## src/rtl/soc_run_ctrl.sv

```systemverilog
// -----------------------------------------------------------------------------
// soc_run_ctrl
//
// Run-control sequencer for the min-SOPC. Produces the core reset, the
// per-channel halt request vector, single-step windows and a run-cycle
// watchdog that ends a simulation or bring-up run.
//
// Ports:
//   clk       in   system clock, everything on the rising edge
//   rst       in   synchronous active-high reset, highest priority
//   soft_rst  in   synchronous restart pulse from debug (beats all but rst)
//   halt_cmd  in   global halt request (level)
//   step_req  in   single-step pulse, only honoured in HALT
//   halt_ext  in   per-channel halt request forwarded while running
//   core_rst  out  registered reset to the SOPC
//   halt_req  out  registered halt vector to the SOPC
//   run_cnt   out  number of cycles spent in RUN or STEP
//   done      out  sticky watchdog timeout flag
//   state_o   out  encoded state: RST=0, RUN=1, HALT=2, STEP=3, DONE=4
//
// Handshake note: there is no valid/ready traffic here. All inputs are plain
// levels or single-cycle pulses sampled on the rising edge; all outputs are
// registers, so every output reflects the state entered on the last edge.
// -----------------------------------------------------------------------------
module soc_run_ctrl #(
  parameter int HALT_W     = 2,
  parameter int RST_HOLD   = 97,
  parameter int CNT_W      = 32,
  parameter int MAX_CYCLES = 5000,
  parameter int STEP_LEN   = 1
) (
  input  logic              clk,
  input  logic              rst,
  input  logic              soft_rst,
  input  logic              halt_cmd,
  input  logic              step_req,
  input  logic [HALT_W-1:0] halt_ext,
  output logic              core_rst,
  output logic [HALT_W-1:0] halt_req,
  output logic [CNT_W-1:0]  run_cnt,
  output logic              done,
  output logic [2:0]        state_o
);

  // Zero-length hold / step windows behave as a single cycle.
  localparam int LP_HOLD   = (RST_HOLD < 1) ? 1 : RST_HOLD;
  localparam int LP_STEP   = (STEP_LEN < 1) ? 1 : STEP_LEN;
  localparam int LP_HOLD_W = (LP_HOLD > 1) ? $clog2(LP_HOLD) : 1;
  localparam int LP_STEP_W = (LP_STEP > 1) ? $clog2(LP_STEP) : 1;

  localparam logic [LP_HOLD_W-1:0] LP_HOLD_LAST = LP_HOLD_W'(LP_HOLD - 1);
  localparam logic [LP_HOLD_W-1:0] LP_HOLD_ONE  = LP_HOLD_W'(1);
  localparam logic [LP_STEP_W-1:0] LP_STEP_LAST = LP_STEP_W'(LP_STEP - 1);
  localparam logic [LP_STEP_W-1:0] LP_STEP_ONE  = LP_STEP_W'(1);
  localparam logic [CNT_W-1:0]     LP_CNT_ONE   = CNT_W'(1);
  localparam logic [CNT_W-1:0]     LP_CNT_LAST  =
    CNT_W'((MAX_CYCLES > 0) ? (MAX_CYCLES - 1) : 0);
  localparam bit                   LP_WDOG_EN   = (MAX_CYCLES != 0);

  typedef enum logic [2:0] {
    ST_RST  = 3'd0,
    ST_RUN  = 3'd1,
    ST_HALT = 3'd2,
    ST_STEP = 3'd3,
    ST_DONE = 3'd4
  } state_t;

  state_t                r_state;
  logic [LP_HOLD_W-1:0]  r_hold_cnt;
  logic [LP_STEP_W-1:0]  r_step_cnt;
  logic [CNT_W-1:0]      r_run_cnt;
  logic                  r_done;
  logic                  r_core_rst;
  logic [HALT_W-1:0]     r_halt_req;

  state_t                w_state_nxt;
  logic [LP_HOLD_W-1:0]  w_hold_nxt;
  logic [LP_STEP_W-1:0]  w_step_nxt;
  logic [CNT_W-1:0]      w_run_cnt_nxt;
  logic                  w_done_nxt;
  logic                  w_core_rst_nxt;
  logic [HALT_W-1:0]     w_halt_req_nxt;
  logic                  w_cnt_inc;
  logic                  w_timeout;

  always_ff @(posedge clk) begin
    if (rst) begin
      r_state    <= ST_RST;
      r_hold_cnt <= '0;
      r_step_cnt <= '0;
      r_run_cnt  <= '0;
      r_done     <= 1'b0;
      r_core_rst <= 1'b1;
      r_halt_req <= '0;
    end else begin
      r_state    <= w_state_nxt;
      r_hold_cnt <= w_hold_nxt;
      r_step_cnt <= w_step_nxt;
      r_run_cnt  <= w_run_cnt_nxt;
      r_done     <= w_done_nxt;
      r_core_rst <= w_core_rst_nxt;
      r_halt_req <= w_halt_req_nxt;
    end
  end

  always_comb begin
    w_state_nxt    = r_state;
    w_hold_nxt     = r_hold_cnt;
    w_step_nxt     = r_step_cnt;
    w_run_cnt_nxt  = r_run_cnt;
    w_cnt_inc      = 1'b0;
    w_timeout      = 1'b0;
    w_done_nxt     = 1'b0;
    w_core_rst_nxt = 1'b0;
    w_halt_req_nxt = '0;

    case (r_state)
      ST_RST: begin
        if (r_hold_cnt == LP_HOLD_LAST) begin
          w_state_nxt = ST_RUN;
        end else begin
          w_hold_nxt = r_hold_cnt + LP_HOLD_ONE;
        end
      end
      ST_RUN: begin
        w_cnt_inc = 1'b1;
        if (halt_cmd) begin
          w_state_nxt = ST_HALT;
        end
      end
      ST_HALT: begin
        // A step request wins over a simultaneous halt_cmd release.
        if (step_req) begin
          w_state_nxt = ST_STEP;
          w_step_nxt  = '0;
        end else if (!halt_cmd) begin
          w_state_nxt = ST_RUN;
        end
      end
      ST_STEP: begin
        // step_req is not looked at here: steps are never queued.
        w_cnt_inc = 1'b1;
        if (r_step_cnt == LP_STEP_LAST) begin
          w_state_nxt = halt_cmd ? ST_HALT : ST_RUN;
        end else begin
          w_step_nxt = r_step_cnt + LP_STEP_ONE;
        end
      end
      ST_DONE: begin
        w_state_nxt = ST_DONE;
      end
      default: begin
        w_state_nxt = ST_RST;
      end
    endcase

    if (w_cnt_inc) begin
      w_run_cnt_nxt = r_run_cnt + LP_CNT_ONE;
    end

    // The watchdog overrides whatever transition RUN/STEP picked above.
    w_timeout = LP_WDOG_EN && w_cnt_inc && (r_run_cnt == LP_CNT_LAST);
    if (w_timeout) begin
      w_state_nxt = ST_DONE;
    end

    if (soft_rst) begin
      w_state_nxt   = ST_RST;
      w_hold_nxt    = '0;
      w_step_nxt    = '0;
      w_run_cnt_nxt = '0;
    end

    // Outputs are registered views of the state being entered.
    w_core_rst_nxt = (w_state_nxt == ST_RST);
    w_done_nxt     = (w_state_nxt == ST_DONE);
    case (w_state_nxt)
      ST_RUN:           w_halt_req_nxt = halt_ext;
      ST_HALT, ST_DONE: w_halt_req_nxt = {HALT_W{1'b1}};
      default:          w_halt_req_nxt = '0;
    endcase
  end

  assign core_rst = r_core_rst;
  assign halt_req = r_halt_req;
  assign run_cnt  = r_run_cnt;
  assign done     = r_done;
  assign state_o  = r_state;

endmodule
```

## config.mk

```make
export PLATFORM = sky130hd
export DESIGN_NAME = soc_run_ctrl
export DESIGN_NICKNAME = d
export VERILOG_FILES = /design/src/rtl/soc_run_ctrl.sv
export SDC_FILE = /design/constraint.sdc
export NUM_CORES = 1
export LEC_CHECK = 0
export BUFFER_PORTS_ARGS = -buffer_cell sky130_fd_sc_hd__buf_4
export CELL_PAD_IN_SITES_DETAIL_PLACEMENT = 0
export CELL_PAD_IN_SITES_GLOBAL_PLACEMENT = 1
export CORE_ASPECT_RATIO = 0.8
export CORE_MARGIN = 5
export CORE_UTILIZATION = 40
export DETAILED_ROUTE_END_ITERATION = 12
export GPL_TIMING_DRIVEN = 0
export PLACE_DENSITY = 0.78
export SLEW_MARGIN = 10
export SYNTH_ARGS = -nofsm -noshare
export SYNTH_HDL_FRONTEND = slang
export SYNTH_SLANG_ARGS = --single-unit
```

## constraint.sdc

```tcl
create_clock -name clk -period 2.1 [get_ports clk]
set_input_delay 0.315 -clock clk [delete_from_list [all_inputs] [get_ports clk]]
set_output_delay 0.315 -clock clk [all_outputs]
set_load 0.01 [all_outputs]
```

==> results of run 1 <==
[how the worst min path moves through the flow]
| stage | start | end | slack (ps) | cells past startpoint |
|---|---|---|---|---|
| 5_1_grt | rst | core_rst | 290 | 3 |
| 2_1_floorplan | rst | core_rst | 430 | 2 |
| 3_3_place_gp | run_cnt[31] | run_cnt[31] | 490 | 2 |
| 3_5_place_dp | run_cnt[31] | run_cnt[31] | 500 | 2 |
| 6_report | rst | core_rst | 270 | 3 |
| 4_1_cts | rst | core_rst | 280 | 3 |
[layout make-up]
cell class	instances	area, sq um
buffer	14	88.8
clock buffer	6	82.6
clock inverter	2	60.1
fill	544	2610
inverter	6	22.5
multi-input combinational	191	1210
sequential	46	923
tap	78	97.6
timing repair buffer	45	338
[metrics by stage]
step	cells	power (W)	utilization	hold slack [ps]
floorplan	257	0.000918	-	431
global placement	380	0.000937	0.492	491
detailed placement	380	0.000937	0.492	500
CTS	388	0.00174	0.518	279
global route	388	0.00180	0.520	287
finish	388	0.00172	0.520	274
[routing by layer]
| metal | up-vias | GRT usage |
|---|---|---|
| met5 | - | 0 |
| met4 | 0 | 0.0361 |
| met3 | 0 | 0.0411 |
| met2 | 62 | 0.236 |
| met1 | 965 | 0.234 |
| li1 | 1059 | - |
[cell usage after synthesis (all sizes together) (8+ instances only)]
library cell / n
xor2: 15
or4: 9
nand4: 14
dfxtp: 46
a21oi: 20
or3: 11
nand2: 15
nor2: 25
o31ai: 8
nand3: 11
buf: 9
o21ai: 14
[worst reg2reg max path, delay by kind of cell (launching register included)]
family          cells  cell delay, ps
buf+inv             3             550
flops               1             320
compound gates      2             340
simple gates        2             550
[sequential cells by signal (all words and copies together), names as in the netlist]
| signal | flops |
|---|---|
| state_o | 3 |
| r_hold_cnt | 7 |
| core_rst | 1 |
| done | 1 |
| halt_req | 2 |
| run_cnt | 32 |
[kinds of logic after synthesis]
| family | Yosys count | synth area share |
|---|---|---|
| buf+inv | 20 | 0.0498 |
| xor+xnor | 17 | 0.0666 |
| compound gates | 50 | 0.131 |
| mux | 4 | 0.0185 |
| fa+ha+maj | 3 | 0.0168 |
| simple gates | 117 | 0.306 |
| flops | 46 | 0.412 |
[power by group through the flow]
stage	clock, W	combinational (W)	sequential [W]
floorplan	0	0.0000226	0.000895
global placement	0	0.0000419	0.000895
detailed placement	0	0.0000418	0.000895
CTS	0.000822	0.0000420	0.000875
global route	0.000872	0.0000474	0.000875
finish	0.000809	0.0000414	0.000875
==> impl_metrics.json, run 1 <==
{
  "switching_share": 0.190,
  "fmax_mhz": 533,
  "vdd_drop_max_mv": 0.258,
  "port_buffers": 45,
  "cts_tree": "built",
  "cts.sinks": 46,
  "drive_above_1_share": 0.232,
  "cp_slowest_cell": "and4b_1",
  "final_common_cell": "buf_4",
  "synthesis.area_sq_mm": 0.00224,
  "cts.repair.resized": 0,
  "setup_viol": 0,
  "p_switching_w": 0.000327,
  "ys_ff_latch": 46,
  "cp_max_fo": 10,
  "grt_first_pass_wirelength_mm": 9.47,
  "wirelength_mm": 5.60,
  "crit_path_frequent_cell": "buf_6",
  "crit_buf_inv": 3,
  "start_util": 0.412,
  "fin_skew_ps": 6.84,
  "setup_tns_ps": 0,
  "status": "finished, final reports clean",
  "synth_nets": 267,
  "ys_warn_count": 0,
  "p_per_area_mw_per_mm2": 611,
  "insertion_delay_ps": 300,
  "fin_crit_ps": 1880,
  "die_x_microns": 93.6,
  "placed_area_sq_mm": 0.00267,
  "r2r_cells": 7,
  "synth-edff-count": 0,
  "worst_pin_slew_ps": 596,
  "rr_endpoint": "run_cnt[27]",
  "share_comb_of_total_power": 0.024,
  "cts-buffers-inserted": 5,
  "antenna_found_initial": 0,
  "drv_slew": 0,
  "drc_errors": 0,
  "cp-startpoint": "state_o[2]",
  "power_frac_clock": 0.469,
  "hold_class": "in -> reg",
  "seq_area_frac_synth": 0.412,
  "r2r_slack_ps": 220,
  "via_count": 2086,
  "synth_area_leaders": "dfxtp_1 41%, xor2_1 5.9%, a21oi_1 4.5%",
  "wl_met3_microns": 341,
  "grt_max_degree": 15,
  "rows": 24,
  "synthArstFlopShare": 0,
  "crit_cells": 7,
  "critPathTopFamily": "simple AND/OR/NAND/NOR gates",
  "dieArea_sq_mm": 0.00720,
  "p_leak_nw": 1.04,
  "cp-end-kind": "flop",
  "post-cts-setup-buffer-count": 0,
  "cp-start-kind": "flop",
  "worstPathRequired_ps": 2270,
  "die_h_microns": 76.9,
  "rsz0062_at_grt": "false",
  "dpl_worst_slack_ps": 196,
  "htree_levels": 2,
  "fin_ws_ps": 223,
  "pwr-share-seq": 0.507,
  "mostFrequentLayoutCells": "45 x buf_4, 44 x dfxtp_1, 25 x nor2_1, 20 x a21oi_1",
  "wl_met1_mm": 2.89,
  "avgSynthCellArea_sq_um": 8.70,
  "max-cap-violations": 0,
  "grtUsageTotal": 0.160,
  "globalplace.congestion": 0.776,
  "endpoint": "run_cnt[27]",
  "final_area_sq_mm": 0.00282,
  "drt_iter0_drc": 98,
  "wl_met2_mm": 2.37,
  "overflow": 0,
  "crit_path_max_incr_delay_ps": 340,
  "clockBufferDepth": 2,
  "fp.coreArea_sq_mm": 0.00544,
  "highest_layer": "met3",
  "period_share": 0.894,
  "dr.pass1.iters": 4,
  "viasPerCell": 5.38,
  "synth_largest_area_cell": "dfxtp_1",
  "wl_per_cell_microns": 14.4,
  "syn_inst": 257,
  "max_slew_margin": 0.603,
  "ys.flop_type": "dfxtp_1",
  "dp_hpwl_mm": 4.10,
  "crit_type": "reg -> reg",
  "r2r_start": "state_o[2]",
  "grt_pass1_vias": 1972,
  "hold_viol_final": 0,
  "cts_hold_buf": 0,
  "yosys.area.top_type_share": 0.412,
  "synthDistinctLibCells": 42,
  "root_buffer": "clkbuf_8",
  "cp.arrival_ps": 2050,
  "io_pins": 46,
  "clk_pin_slew_ps": 90,
  "cp_cell_sequence": "buf_6, and4b_1, nand4_2, buf_6, buf_2, o31ai_1, a21oi_1",
  "antennaDiodeCount": 0,
  "drtAntennaViolNets": 0,
  "areaGrowthSynthToFinish_pct": 26.2,
  "nets": 319,
  "p_int_w": 0.00140
}
Power figures use the tool's default switching activity.
==> run 2: changes to the inputs <==
--- a/config.mk
+++ b/config.mk
@@ -12,7 +12,6 @@
 export CORE_MARGIN = 5
 export CORE_UTILIZATION = 40
 export DETAILED_ROUTE_END_ITERATION = 12
-export GPL_TIMING_DRIVEN = 0
 export PLACE_DENSITY = 0.78
 export SLEW_MARGIN = 10
 export SYNTH_ARGS = -nofsm -noshare
==> run 2 against run 1 <==
Sequential power barely moved. Via count is essentially flat. Routed wire length shrank 0.70%. Clock-buffer cell count is the same. Final area fell by 0.89%. Combinational power down 6.0%. Sequential share of layout area increased by 0.20 points. Cell count is 0.52% higher.
==> impl_metrics.json, run 2 (synthesis results as in run 1) <==
{
  "setup_viol": 0,
  "grt_max_degree": 35,
  "max-cap-violations": 0,
  "post-cts-setup-buffer-count": 0,
  "worst_hold_slack_ps": 276,
  "hold_viol_final": 0,
  "hold_class": "in -> reg",
  "rsz0062_at_grt": "false",
  "via_count": 2084,
  "wirelength_mm": 5.56,
  "fin_skew_ps": 5.48,
  "cp-start-kind": "flop",
  "worst_pin_slew_ps": 679,
  "drv_slew": 0,
  "rows": 24,
  "p_leak_nw": 1.05,
  "grtUsageTotal": 0.159,
  "fmax_mhz": 533,
  "io_pins": 46,
  "crit_type": "reg -> reg",
  "insertion_delay_ps": 300,
  "dieArea_sq_mm": 0.00720,
  "period_share": 0.893,
  "dr.pass1.iters": 4,
  "largest_register_ffs": 32,
  "cts_hold_buf": 0,
  "dp_hpwl_mm": 4.00,
  "cp-end-kind": "flop",
  "overflow": 0,
  "globalplace.congestion": 0.773,
  "cts-buffers-inserted": 5,
  "cts.repair.resized": 0,
  "final_common_cell": "buf_4",
  "fin_ws_ps": 224,
  "clk_pin_slew_ps": 90,
  "viasPerCell": 5.34,
  "drt_iter0_drc": 104,
  "die_h_microns": 76.9,
  "status": "finished, final reports clean",
  "antennaDiodeCount": 0,
  "drtAntennaViolNets": 0,
  "cts.sinks": 46,
  "grt_pass1_vias": 1887,
  "dp_cells": 382,
  "clockBufferDepth": 2,
  "areaGrowthSynthToFinish_pct": 25.1,
  "fillers": 542,
  "cp_max_fo": 6,
  "drc_errors": 0,
  "mostFrequentLayoutCells": "61 x buf_4, 46 x dfxtp_1, 25 x nor2_1, 20 x a21oi_1",
  "wl_per_cell_microns": 14.3,
  "finalNonFillerCells": 390,
  "p_per_area_mw_per_mm2": 532,
  "fin_crit_ps": 1880,
  "root_buffer": "clkbuf_8",
  "cp.arrival_ps": 2060,
  "port_buffers": 45,
  "nets": 321,
  "die_x_microns": 93.6,
  "start_util": 0.412,
  "drive_above_1_share": 0.244,
  "vdd_drop_max_mv": 0.237,
  "antenna_found_initial": 0,
  "htree_levels": 2,
  "max_slew_margin": 0.547,
  "fp.coreArea_sq_mm": 0.00544,
  "dpl_worst_slack_ps": 239,
  "setup_tns_ps": 0,
  "grt_first_pass_wirelength_mm": 9.35,
  "worstPathRequired_ps": 2290,
  "cts_tree": "built"
}
==> run 2: cell types whose count changed in the layout (fill, tap and decap cells not counted), sizes merged <==
cell	change
clkinv	+1
clkbuf	-5
buf	+7
clkinvlp	+1
bufinv	-2
==> run 2: metrics by stage <==
step                      total power, W  area (sq um)  utilization
after floorplan                 0.000918          2240            -
after global placement          0.000934          2700        0.497
after detailed placement        0.000934          2700        0.497
after CTS                        0.00150          2800        0.515
after global routing             0.00154          2800        0.515
final                            0.00149          2800        0.515
==> run 2: layout make-up <==
| cell class | instances | area [sq um] | share of cell area |
|---|---|---|---|
| multi-input cells | 191 | 1200 | 0.430 |
| flip-flops and latches | 46 | 921 | 0.329 |
| repair buffers | 61 | 458 | 0.164 |
| well taps | 78 | 97.6 | 0.0349 |
| clock buffers | 6 | 82.6 | 0.0295 |
| inverters | 6 | 22.5 | 0.00805 |
| clock inverters | 2 | 12.5 | 0.00447 |
==> run 2: power breakdown <==
part	internal, W	leakage [nW]	switching (W)
Combinational	0.0000161	0.633	0.0000227
Clock	0.000265	0.0472	0.000311
Sequential	0.000873	0.371	0.00000149
Total	0.00115	1.05	0.000336
==> run 2: critical path, stage by stage (launching register included) <==
cell     delay (ps)
dfxtp_1         390
ha_1            190
and4b_1         310
nand2_1         100
or4_4           590
and4_1          200
==> run 2: routing by layer <==
layer,vias up,track usage,part of all wire
met5,-,0,0
met4,0,0.0390,0.0072
met3,5,0.0421,0.065
met2,59,0.222,0.42
met1,969,0.242,0.51
li1,1051,-,-
==> run 2: worst paths after layout <==
path / from / endpoint / slack [ps] / cells after the start
hold / removal: rst / core_rst / 280 / 3
hold reg to reg: run_cnt[31] / run_cnt[31] / 500 / 2
setup reg to reg: run_cnt[0] / state_o[0] / 220 / 5
setup / recovery: run_cnt[0] / state_o[0] / 220 / 5
